--- config.mk ---
export PLATFORM = sky130hd
export DESIGN_NAME = stopwatch_counter_flat
export DESIGN_NICKNAME = d
export VERILOG_FILES = /design/src/rtl/stopwatch_counter_if.sv /design/src/rtl/stopwatch_counter.sv /design/src/flat_wrapper.sv
export SDC_FILE = /design/constraint.sdc
export NUM_CORES = 1
export LEC_CHECK = 0
export ABC_AREA = 1
export CAP_MARGIN = 20
export CORE_ASPECT_RATIO = 0.6
export CORE_MARGIN = 1.5
export CORE_UTILIZATION = 62
export CTS_CLUSTER_DIAMETER = 100
export DETAILED_ROUTE_END_ITERATION = 12
export GPL_TIMING_DRIVEN = 0
export PLACE_DENSITY = 0.85
export REMOVE_ABC_BUFFERS = 1
export SLEW_MARGIN = 20
export SYNTH_ARGS = -nofsm -noshare
export SYNTH_HDL_FRONTEND = slang
export SYNTH_SLANG_ARGS = --single-unit
--- constraint.sdc ---
create_clock -name clk -period 3.9 [get_ports clk]
set_input_delay 0.78 -clock clk [delete_from_list [all_inputs] [get_ports clk]]
set_output_delay 0.78 -clock clk [all_outputs]
set_load 0.1 [all_outputs]
--- src/rtl/stopwatch_counter_if.sv ---
// Stopwatch counter bus: run/pause enables from the arbiter in, BCD mm:ss
// digits and event pulses out to the display side.
// Optional macro: STOPWATCH_ADJUST_EN adds the adj/sel adjust-mode signals.
interface stopwatch_counter_if;
  logic       enable_count;
  logic       enable_pause;
`ifdef STOPWATCH_ADJUST_EN
  logic       adj;
  logic       sel;
`endif
  logic [3:0] min_tens;
  logic [3:0] min_ones;
  logic [3:0] sec_tens;
  logic [3:0] sec_ones;
  logic       sec_tick;
  logic       rollover;

  // Arbiter/display side: drives the enables, observes the time value.
  modport master (
    output enable_count,
    output enable_pause,
`ifdef STOPWATCH_ADJUST_EN
    output adj,
    output sel,
`endif
    input  min_tens,
    input  min_ones,
    input  sec_tens,
    input  sec_ones,
    input  sec_tick,
    input  rollover
  );

  // Counter side.
  modport slave (
    input  enable_count,
    input  enable_pause,
`ifdef STOPWATCH_ADJUST_EN
    input  adj,
    input  sel,
`endif
    output min_tens,
    output min_ones,
    output sec_tens,
    output sec_ones,
    output sec_tick,
    output rollover
  );
endinterface

--- src/rtl/stopwatch_counter.sv ---
// Stopwatch time-keeping stage: a prescaler derives a 1 Hz tick from clk while
// running, and a cascaded BCD mm:ss counter advances on each tick.
// Optional macro: STOPWATCH_ADJUST_EN enables the adjust mode (adj/sel), where
// a free-running divider steps the selected field without carry.
module stopwatch_counter #(
  parameter int CLK_HZ = 100_000_000,
  parameter int ADJ_HZ = 2
) (
  input logic                  clk,
  input logic                  reset,
  stopwatch_counter_if.slave   bus
);

  localparam int              PS_W  = (CLK_HZ > 1) ? $clog2(CLK_HZ) : 1;
  localparam logic [PS_W-1:0] PS_TC = PS_W'(CLK_HZ - 1);

  // Next value of a BCD digit; anything at or above max wraps to zero so the
  // digit can never leave its legal range.
  function automatic logic [3:0] bcd_next(input logic [3:0] d, input logic [3:0] max);
    if (d >= max) begin
      return 4'd0;
    end else begin
      return d + 4'd1;
    end
  endfunction

  logic [PS_W-1:0] ps_r;
  logic [3:0]      min_tens_r, min_ones_r, sec_tens_r, sec_ones_r;
  logic [3:0]      min_tens_s, min_ones_s, sec_tens_s, sec_ones_s;
  logic            run_s, count_run_s, tick_s, wrap_s;
  logic            so_c_s, st_c_s, mo_c_s;

  // Both enables high is an illegal arbiter state and is treated as pause.
  assign run_s = bus.enable_count & ~bus.enable_pause;

`ifdef STOPWATCH_ADJUST_EN
  localparam int               DIV_N  = CLK_HZ / ADJ_HZ;
  localparam int               DIV_W  = (DIV_N > 1) ? $clog2(DIV_N) : 1;
  localparam logic [DIV_W-1:0] DIV_TC = DIV_W'(DIV_N - 1);

  logic [DIV_W-1:0] adj_div_r;
  logic             adj_pulse_s;

  assign count_run_s = run_s & ~bus.adj;
  assign adj_pulse_s = bus.adj & (adj_div_r == DIV_TC);

  // Adjust divider: free-runs while adj is high, cleared whenever adj is low.
  always_ff @(posedge clk) begin
    if (reset) begin
      adj_div_r <= '0;
    end else if (!bus.adj) begin
      adj_div_r <= '0;
    end else if (adj_div_r == DIV_TC) begin
      adj_div_r <= '0;
    end else begin
      adj_div_r <= adj_div_r + DIV_W'(1);
    end
  end
`else
  assign count_run_s = run_s;
`endif

  // Carry chain from the current digits, qualified by the tick at the top.
  assign so_c_s = (sec_ones_r >= 4'd9);
  assign st_c_s = so_c_s & (sec_tens_r >= 4'd5);
  assign mo_c_s = st_c_s & (min_ones_r >= 4'd9);

  assign tick_s = count_run_s & (ps_r == PS_TC);
  assign wrap_s = tick_s & mo_c_s & (min_tens_r >= 4'd5);

  // Prescaler: counts only while running, so a paused partial second survives.
  always_ff @(posedge clk) begin
    if (reset) begin
      ps_r <= '0;
    end else if (!count_run_s) begin
      ps_r <= ps_r;
    end else if (ps_r == PS_TC) begin
      ps_r <= '0;
    end else begin
      ps_r <= ps_r + PS_W'(1);
    end
  end

  // Next-digit logic: full cascade on a tick, per-field no-carry step in adjust.
  always_comb begin
    sec_ones_s = sec_ones_r;
    sec_tens_s = sec_tens_r;
    min_ones_s = min_ones_r;
    min_tens_s = min_tens_r;
    if (tick_s) begin
      sec_ones_s = bcd_next(sec_ones_r, 4'd9);
      if (so_c_s) sec_tens_s = bcd_next(sec_tens_r, 4'd5); else sec_tens_s = sec_tens_r;
      if (st_c_s) min_ones_s = bcd_next(min_ones_r, 4'd9); else min_ones_s = min_ones_r;
      if (mo_c_s) min_tens_s = bcd_next(min_tens_r, 4'd5); else min_tens_s = min_tens_r;
`ifdef STOPWATCH_ADJUST_EN
    end else if (adj_pulse_s) begin
      if (!bus.sel) begin
        sec_ones_s = bcd_next(sec_ones_r, 4'd9);
        if (so_c_s) sec_tens_s = bcd_next(sec_tens_r, 4'd5); else sec_tens_s = sec_tens_r;
      end else begin
        min_ones_s = bcd_next(min_ones_r, 4'd9);
        if (min_ones_r >= 4'd9) min_tens_s = bcd_next(min_tens_r, 4'd5); else min_tens_s = min_tens_r;
      end
`endif
    end else begin
      sec_ones_s = sec_ones_r;
    end
  end

  // Digit registers: all four update on one edge so no ripple is visible.
  always_ff @(posedge clk) begin
    if (reset) begin
      sec_ones_r <= 4'd0;
      sec_tens_r <= 4'd0;
      min_ones_r <= 4'd0;
      min_tens_r <= 4'd0;
    end else begin
      sec_ones_r <= sec_ones_s;
      sec_tens_r <= sec_tens_s;
      min_ones_r <= min_ones_s;
      min_tens_r <= min_tens_s;
    end
  end

  assign bus.sec_ones = sec_ones_r;
  assign bus.sec_tens = sec_tens_r;
  assign bus.min_ones = min_ones_r;
  assign bus.min_tens = min_tens_r;
  assign bus.sec_tick = tick_s;
  assign bus.rollover = wrap_s;

endmodule

--- src/flat_wrapper.sv ---
// flat-port wrapper written by rule: the top's interface ports become plain ports
module stopwatch_counter_flat 
#(
  parameter int CLK_HZ = 100_000_000,
  parameter int ADJ_HZ = 2
)
  (clk, reset, bus_enable_count, bus_enable_pause, bus_min_tens, bus_min_ones, bus_sec_tens, bus_sec_ones, bus_sec_tick, bus_rollover);
  stopwatch_counter_if bus_i ();
  input logic clk;
  input logic reset;
  input wire logic [$bits(bus_i.enable_count)-1:0] bus_enable_count;
  input wire logic [$bits(bus_i.enable_pause)-1:0] bus_enable_pause;
  output wire logic [$bits(bus_i.min_tens)-1:0] bus_min_tens;
  output wire logic [$bits(bus_i.min_ones)-1:0] bus_min_ones;
  output wire logic [$bits(bus_i.sec_tens)-1:0] bus_sec_tens;
  output wire logic [$bits(bus_i.sec_ones)-1:0] bus_sec_ones;
  output wire logic [$bits(bus_i.sec_tick)-1:0] bus_sec_tick;
  output wire logic [$bits(bus_i.rollover)-1:0] bus_rollover;
  assign bus_i.enable_count = bus_enable_count;
  assign bus_i.enable_pause = bus_enable_pause;
  assign bus_min_tens = bus_i.min_tens;
  assign bus_min_ones = bus_i.min_ones;
  assign bus_sec_tens = bus_i.sec_tens;
  assign bus_sec_ones = bus_i.sec_ones;
  assign bus_sec_tick = bus_i.sec_tick;
  assign bus_rollover = bus_i.rollover;
  stopwatch_counter #(.CLK_HZ(CLK_HZ), .ADJ_HZ(ADJ_HZ)) u_core (.clk(clk), .reset(reset), .bus(bus_i));
endmodule
==> impl_metrics.env <==
export IMPL_grt_pass1_wl_um=9630
export IMPL_use_met3_pct=8.27
export IMPL_hold_viol_final=0
export IMPL_synth_area_mm2=0.00258
export IMPL_track_usage_pct=27.4
export IMPL_grt_pass1_vias=2083
export IMPL_yosys_register_bits=43
export IMPL_ys_top_cells_by_count="nand2_1 (88), nor2_1 (87), inv_1 (59), dfxtp_1 (43)"
export IMPL_period_minus_slack_ps=3670
export IMPL_rsz0062_at_grt="no"
export IMPL_vias_per_cell=5.28
export IMPL_avgSynthCellArea_um2=6.53
export IMPL_place_congestion=0.885
export IMPL_min_path_type="flop to flop"
export IMPL_critPathTopFamily="buffers and inverters"
export IMPL_ctsHoldBuffers=0
export IMPL_syn_inst=396
export IMPL_yosysMostFrequentCell="nand2_1"
export IMPL_cts_root_buf="clkbuf_8"
export IMPL_initial_utilization_pct=67.5
export IMPL_yosysTopAreaCell="dfxtp_1"
export IMPL_top_usage_layer="met1"
export IMPL_use_met2_pct=37.1
export IMPL_grt_max_degree=14
export IMPL_area_growth_syn_to_layout_pct=12.7
export IMPL_reg2reg_from="u_core.ps_r[0]"
export IMPL_grt_overflow=0
export IMPL_drt_iter0_markers=174
export IMPL_cts_setup_buffers=0
export IMPL_final_util_pct=76.1
export IMPL_dp_cells=460
export IMPL_final_max_slew_violation_count=0
export IMPL_cp_max_fo=11
export IMPL_drive_above_1_share_pct=7.13
export IMPL_clkTransAtPathRegs_ps=80
export IMPL_r2r_setup_slack_ps=1850
export IMPL_p_leak_uw=0.00125
export IMPL_crit_type="primary input to output port"
export IMPL_async_flop_share_pct=0
export IMPL_final_cells=468
export IMPL_drc=0
export IMPL_fin_skew_ps=6.20
export IMPL_ys_warn_count=0
export IMPL_tightest_slew_ps=972
export IMPL_antenna_cells=0
export IMPL_numClockSinks=43
export IMPL_io_buffers=21
export IMPL_status="completed"
export IMPL_ant_nets=0
export IMPL_met1_usage_pct=41.3
export IMPL_end_kind="output port"
export IMPL_clk_latency_ps=300
export IMPL_wirelength_um=5700
export IMPL_wire_per_inst_um=12.2
export IMPL_ys_types=28
export IMPL_htreeDepth=2
export IMPL_required_ps=3120
export IMPL_finalCritPeriodShare_pct=94.2
export IMPL_fp_row_count=17
export IMPL_crit_path_start_kind="primary input"
export IMPL_rr_endpoint="u_core.ps_r[16]"
export IMPL_synth_area_top_cells="dfxtp_1 (33%), nand2_1 (13%), nor2_1 (13%)"
export IMPL_fp_dieArea_mm2=0.00458
export IMPL_worst_r2r_cell_count=8
export IMPL_yosysTopAreaCellShare_pct=33.3
export IMPL_dr_pass1_iters=5
export IMPL_antenna_found_initial=0
export IMPL_synth_seq_area_share_pct=33.3
export IMPL_clockBufferDepth=2
export IMPL_synth_edf_count=0
export IMPL_arrival_ps=2890
export IMPL_core_region_area_mm2=0.00383
export IMPL_max_stage_delay_ps=550
export IMPL_layout_nets=437
export IMPL_io_pins=22
export IMPL_worst_path_buf_inv=4
export IMPL_peakVddDrop_v=0.000195
export IMPL_endpoint="bus_rollover"
export IMPL_setup_viol=0
export IMPL_via_count=2472
export IMPL_crit_chain="clkdlybuf4s50_1 > inv_2 > nor2_8 > nand2_2 > nor2_2 > nand2_1 > nor2_4 > nand4_1 > inv_1 > clkdlybuf4s15_2"
export IMPL_die_h_um=53.0
export IMPL_setup_tns_final_ps=0
export IMPL_clock_fmax_mhz=272
export IMPL_hpwl_um=4440
export IMPL_maxCapViolations=0
export IMPL_slew_limit_headroom_pct=35.0
export IMPL_die_w_um=86.4
export IMPL_cp_depth=10
export IMPL_cts_buffers=5
export IMPL_p_per_area_mw_per_mm2=257
export IMPL_crit_slowest_cell="clkdlybuf4s15_2"
export IMPL_startpoint="bus_enable_count"
export IMPL_cts_tree="yes"
export IMPL_synthFlopType="dfxtp_1"
[layout by cell type (no fill, tap or decap), types with 2 or more instances in the layout]
cell / Yosys / final
o22ai_1: 2 / 2
a21oi_1: 16 / 16
clkdlybuf4s50_1: 0 / 19
clkbuf_8: 0 / 5
clkinv_2: 0 / 3
dfxtp_1: 43 / 43
o21ai_0: 9 / 9
nor2_2: 6 / 5
nor3_1: 14 / 14
inv_1: 59 / 59
xnor2_1: 2 / 2
ha_1: 13 / 13
nor4_1: 2 / 2
clkdlybuf4s15_2: 0 / 2
xor2_1: 9 / 9
inv_2: 3 / 3
nand2_4: 2 / 2
nand2_1: 88 / 88
nand3_1: 16 / 16
nor2_4: 3 / 4
nand2_2: 2 / 2
nor2_1: 87 / 87
nand4_1: 10 / 10
[cells by family after synthesis]
family	count (synthesis)	share of synthesized area (%)
buf+inv	66	10.2
simple gates	235	40.9
fa+ha+maj	13	6.29
xor+xnor	11	3.73
flops	43	33.3
compound gates	28	5.61
[how the worst min path moves through the flow]
| stage | cells past startpoint | end | startpoint |
|---|---|---|---|
| global placement | 2 | u_core.bus.sec_ones[3] | u_core.bus.sec_ones[3] |
| detailed placement | 2 | u_core.bus.min_ones[3] | u_core.bus.min_ones[3] |
| CTS | 2 | u_core.bus.min_ones[3] | u_core.bus.min_ones[3] |
| floorplan | 1 | u_core.ps_r[17] | u_core.ps_r[17] |
| global route | 2 | u_core.bus.min_ones[3] | u_core.bus.min_ones[3] |
| finish | 2 | u_core.bus.sec_ones[3] | u_core.bus.sec_ones[3] |
[layer usage]
layer	routed length [um]	up-vias
met5	0	-
met4	53	0
met3	510	8
met2	2190	92
met1	2940	1095
li1	-	1277
[sequential cells by signal, summed over array words and instances, names as in the netlist]
signal / flops
u_core.bus.min_ones: 4
u_core.bus.min_tens: 4
u_core.bus.sec_ones: 4
u_core.bus.sec_tens: 4
u_core.ps_r: 27
[area by class of cell]
type,count,area [um^2]
Fill cell,308,915
Timing Repair Buffer,21,213
Inverter,62,233
Multi-Input combinational cell,287,1470
Tap cell,47,58.8
Clock inverter,3,15.0
Clock buffer,5,68.8
Sequential cell,43,861
[power by group]
group	total [uW]	switching [uW]	internal, uW
clock	280	157	123
sequential	442	1.57	440
combinational	26.8	18.3	8.49
[tightest hold or removal path: stages (launching register included)]
cell and delay [ps]:
dfxtp_1 330, inv_1 50, a21oi_1 50
[metrics by stage]
step	cell area, um^2	hold WS [ps]	power (uW)	worst slack, ps
floorplan	2550	470	468	40.9
global placement	2820	456	478	-488
CTS	2910	478	751	46.7
finish	2910	477	748	226
global route	2910	502	769	66.1
detailed placement	2820	466	479	-500
[repair_timing]
item / CTS / global route
gates resized for setup: 6 / 1
endpoints found under the setup margin: 2 / 1
pin swaps: 0 / 0
No activity file was read; power rests on OpenSTA's default activity.
